<file path="src/rtl/frame_buffer_reader.sv">
// Frame buffer reader: streams FRAME_PIXELS bytes from a 1-cycle-latency RAM through a 2-entry FIFO.
// Optional feature macro: FRAME_BUFFER_READER_CHECKSUM_EN adds o_Checksum (sum of transferred pixels).
`timescale 1ns/1ps
module frame_buffer_reader #(
  parameter int FRAME_PIXELS = 20000,
  parameter int ADDR_W       = 15
) (
  input  logic              i_clk,
  input  logic              i_rst_n,
  input  logic              i_Start,
  output logic [ADDR_W-1:0] o_Read_Adress,
  output logic              o_Enable_Read,
  input  logic [7:0]        i_Ram_Data,
  output logic [7:0]        o_Pixel,
  output logic              o_Valid,
  input  logic              i_Ready,
  output logic              o_Last,
  output logic              o_Busy,
  output logic              o_Frame_Done
`ifdef FRAME_BUFFER_READER_CHECKSUM_EN
  ,
  output logic [15:0]       o_Checksum
`endif
);

  typedef enum logic [1:0] {IDLE, RUN, DRAIN} state_t;

  typedef struct packed {
    logic [7:0] px;
    logic       last;
  } entry_t;

  localparam logic [ADDR_W-1:0] LAST_ADDR = ADDR_W'(FRAME_PIXELS - 1);

  state_t            state, state_nxt;
  logic [ADDR_W-1:0] cnt, addr_q;
  logic              inflight, inflight_last;
  entry_t            fifo [2];
  logic              wr_ptr, rd_ptr;
  logic [1:0]        count;
  logic              push, pop, issue, accept, done;
  logic [2:0]        credit;

  assign push    = inflight;
  assign o_Valid = (count != 2'd0);
  assign pop     = o_Valid && i_Ready;
  assign accept  = (state == IDLE) && i_Start;

  // A pop this cycle frees the slot the next issued read will land in, keeping full throughput.
  assign credit = {1'b0, count} + {2'b00, inflight} - {2'b00, pop};

  always_comb begin
    state_nxt = state;
    issue     = 1'b0;
    done      = 1'b0;
    case (state)
      IDLE:  if (i_Start) state_nxt = RUN;
      RUN: begin
        if (credit < 3'd2) begin
          issue = 1'b1;
          if (cnt == LAST_ADDR) state_nxt = DRAIN;
        end
      end
      DRAIN: begin
        if (count == 2'd0 && !inflight) begin
          done      = 1'b1;
          state_nxt = IDLE;
        end
      end
      default: state_nxt = IDLE;
    endcase
  end

  always_ff @(posedge i_clk or negedge i_rst_n) begin
    if (!i_rst_n) state <= IDLE;
    else          state <= state_nxt;
  end

  always_ff @(posedge i_clk or negedge i_rst_n) begin
    if (!i_rst_n) begin
      cnt           <= '0;
      addr_q        <= '0;
      inflight      <= 1'b0;
      inflight_last <= 1'b0;
    end else begin
      inflight      <= issue;
      inflight_last <= issue && (cnt == LAST_ADDR);
      if (issue) addr_q <= cnt;
      if (accept) cnt <= '0;
      else if (issue && cnt != LAST_ADDR) cnt <= cnt + 1'b1;
    end
  end

  always_ff @(posedge i_clk or negedge i_rst_n) begin
    if (!i_rst_n) begin
      fifo[0] <= '0;
      fifo[1] <= '0;
      wr_ptr  <= 1'b0;
      rd_ptr  <= 1'b0;
      count   <= 2'd0;
    end else begin
      if (push) begin
        fifo[wr_ptr] <= '{px: i_Ram_Data, last: inflight_last};
        wr_ptr       <= ~wr_ptr;
      end
      if (pop) rd_ptr <= ~rd_ptr;
      count <= count + {1'b0, push} - {1'b0, pop};
    end
  end

`ifdef FRAME_BUFFER_READER_CHECKSUM_EN
  always_ff @(posedge i_clk or negedge i_rst_n) begin
    if (!i_rst_n)    o_Checksum <= 16'h0000;
    else if (accept) o_Checksum <= 16'h0000;
    else if (pop)    o_Checksum <= o_Checksum + {8'h00, fifo[rd_ptr].px};
  end
`endif

  assign o_Read_Adress = issue ? cnt : addr_q;
  assign o_Enable_Read = issue;
  assign o_Pixel       = fifo[rd_ptr].px;
  assign o_Last        = o_Valid && fifo[rd_ptr].last;
  assign o_Busy        = (state != IDLE);
  assign o_Frame_Done  = done;

endmodule
</file>
<file path="config.mk">
export PLATFORM = sky130hd
export DESIGN_NAME = frame_buffer_reader
export DESIGN_NICKNAME = d
export VERILOG_FILES = /design/src/rtl/frame_buffer_reader.sv
export SDC_FILE = /design/constraint.sdc
export NUM_CORES = 1
export LEC_CHECK = 0
export CORE_ASPECT_RATIO = 0.8
export CORE_MARGIN = 5
export CORE_UTILIZATION = 56
export DETAILED_ROUTE_END_ITERATION = 16
export DONT_BUFFER_PORTS = 1
export PLACE_DENSITY = 0.76
export SLEW_MARGIN = 20
export SYNTH_ARGS = -nofsm -noshare
export SYNTH_HDL_FRONTEND = slang
export SYNTH_SLANG_ARGS = --single-unit
</file>
<file path="constraint.sdc">
create_clock -name i_clk -period 3.2 [get_ports i_clk]
set_input_delay 0.64 -clock i_clk [delete_from_list [all_inputs] [get_ports i_clk]]
set_output_delay 0.64 -clock i_clk [all_outputs]
set_load 0.03 [all_outputs]
</file>
==> impl_metrics.tcl <==
set metrics [dict create \
    status "complete, but fails checks" \
    antenna_found_initial 0 \
    hp-class "input pin to asynchronous set/reset pin" \
    grt_pass1_wl_um 10490 \
    syn_area_um2 2566 \
    insertion_delay_ns 0.31 \
    slew_violations 0 \
    drv_cap 0 \
    rows 22 \
    ys_seq_area_share_pct 54.61 \
    placed_cell_area_um2 2804 \
    synth_edf_count 0 \
    layout_common_cells "56 x dfrtp_1, 26 x mux2_2, 25 x nand2_1" \
    dieArea_um2 6045 \
    slew_headroom_pct 34.96 \
    synthDistinctLibCells 40 \
    grt-ovfl-total 0 \
    track_usage_pct 22.02 \
    antenna_left 0 \
    cts_buffers 5 \
    cp.arrival_ns 2.83 \
    grt_max_degree 57 \
    grt_pass1_vias 2020 \
    layout_commonest_cell "dfrtp_1" \
    crit_required_ns 2.56 \
    power_density_nw_per_um2 1164 \
    yosysTopAreaCellShare_pct 54.61 \
    clk_pin_slew_worst_paths_ns 0.10 \
    swShare_pct 46.11 \
    cts_root_buffer "clkbuf_8" \
    vdd_drop_max_mv 0.6026 \
    clockBufferDepth 2 \
    drt-vias-per-instance 6.066 \
    worst_pin_slew_ns 0.9720 \
    crit_fanout 8 \
    combPwrFrac_pct 63.2 \
    rsz0062_at_grt "yes" \
    port_buffers 0 \
    gp_congestion 0.8254 \
    cp-end-kind "output port" \
    crit_path_start_kind "register" \
    dr.first_iter.drc_count 225 \
    postSynthAreaPerCell_um2 10.83 \
    hpwlAfterDp_um 3632 \
    die_h_um 70.55 \
    post-route-period-util_pct 108.5 \
    area_growth_pct 34.23 \
    min_period_ns 3.471 \
    core_um2 4514 \
    dieWidth_um 85.69 \
    syn-num-nets 253 \
    setup_viol 17 \
    power.leakage_nw 1.565 \
    layout-drive-gt1-share_pct 46.52 \
    synth_area_leaders "dfrtp_1 55%, mux2_2 11%, nand2_1 8.6%" \
    finalNetCount 288 \
    failed_checks "negative setup slack" \
    stdcell_area_um2 3445 \
    max_freq_mhz 288.1 \
    synthArstFlopShare_pct 100.0 \
    critPathKind "register to output port" \
    synth_top_cell_by_area "dfrtp_1" \
    totalWireLength_um 6720 \
    internal_power_mw 2.160 \
    drc 0 \
    yosysWarnings 0 \
    dr.pass1.iters 4 \
    pwr-share-seq_pct 26.8 \
    syn_inst 237 \
    drt-wirelength-per-cell_um 20.18 \
    synth-seq-cells 56 \
    skew_ns 0.004059 \
    initial_core_util_pct 56.85 \
    cts_max_level 2 \
    diodes 0 \
    route.vias.total 2020 \
    clock_sinks 56 \
    ios 40 \
    power.share.clock_pct 9.9 \
    cts_tree "done" \
    fin_ws_ns -0.2711 \
    n_fill_cell 281 \
    tns_ns -4.077 \
    finalHoldViolCount 0 \
    synth_flop_cell "dfrtp_1" \
    switchingPower_mw 1.849 \
]
critical path, stage by stage (launching register included):
cell and delay, ns:
dfrtp_1 0.42, nor2_2 0.17, inv_2 0.05, and2_4 0.15, ha_4 0.27, inv_4 0.03
ha_4 0.14, inv_2 0.05, fa_1 0.43, and3b_2 0.29, nand2_8 0.16, buf_12 0.17
nand2_2 0.07, nand2_4 0.11
final cells by class:
class	instances	area (µm²)	area share [%]
clock buffer	5	68.82	1.998
timing repair buffer	34	367.9	10.68
tap	60	75.07	2.179
inverter	7	41.29	1.199
timing repair inverter	1	16.27	0.4722
multi-input combinational	167	1451	42.14
clock inverter	3	22.52	0.6538
sequential	56	1401	40.68
state kept, by name, summed over array words and instances (netlist names):
name	count
state	2
addr_q	15
count	2
inflight_last	1
fifo	18
inflight	1
wr_ptr	1
cnt	15
rd_ptr	1
power by group through the flow:
stage          sequential (mW)  combinational [mW]  clock (mW)
6_report                  1.08                2.53       0.398
3_5_place_dp              1.07                1.58           0
2_1_floorplan             1.01                1.26           0
4_1_cts                   1.06                2.19       0.403
5_1_grt                   1.10                2.67       0.434
3_3_place_gp              1.06                1.54           0
metal layers:
metal  track usage, %  up-vias  share of wire, %
met3            6.170       14               7.4
met2            34.57       86                49
met4            4.569        0               2.9
met1            30.92     1013                41
li1                 -      907                 -
met5                0        -                 0
synthesized netlist by cell type, types with 4 or more instances:
master,count
inv_1,6
and3_1,4
mux2_2,26
clkbuf_1,5
mux2i_1,5
or4_1,6
o31ai_1,6
nand2_1,59
dfrtp_1,56
a21oi_1,8
nor2_1,7
nand3_1,6
worst paths after layout:
check                               from               end  slack, ns  depth (start not counted)
setup / recovery                count[0]  o_Read_Adress[4]      -0.27                         13
hold / removal                   i_rst_n        addr_q[11]       0.17                          1
setup reg to reg                count[0]            cnt[6]      -0.07                         15
hold reg to reg                  fifo[2]           fifo[2]       0.51                          1
max in group asynchronous        i_rst_n            cnt[3]       2.39                          1
min in group i_clk         i_Ram_Data[1]          fifo[11]       0.47                          1
cells by family (layout without fill, tap and decap cells):
family | count (synthesis) | count (layout) | synth area share, %
compound gates | 23 | 23 | 5.705
xor+xnor | 3 | 3 | 1.024
fa+ha+maj | 4 | 4 | 2.243
buf+inv | 14 | 50 | 2.243
flops | 56 | 56 | 54.61
mux | 31 | 31 | 13.36
simple gates | 106 | 106 | 20.82
timing repair:
action | 4_1_cts | 5_1_grt
hold buffers | 0 | 2
gates resized for setup | 46 | 31
pin swaps | 10 | 21
endpoints found under the hold margin | 0 | 53
setup endpoints to repair | 16 | 20
cloned | 2 | 0
setup buffers | 19 | 5
per-stage QoR:
step | total power [mW] | instances | util, % | hold slack, ns | setup WS, ns
after detailed placement | 2.650 | 301 | 62.11 | 0.3461 | 0.0003637
after global placement | 2.601 | 301 | 62.11 | 0.3459 | 0.07616
after global routing | 4.199 | 333 | 76.30 | 0.1732 | -0.3862
final | 4.009 | 333 | 76.30 | 0.1675 | -0.2711
after CTS | 3.651 | 330 | 72.70 | 0.002576 | -0.2387
after floorplan | 2.278 | 237 | - | 0.3444 | -0.02064
Note: power is estimated with default switching activity, not from simulation.
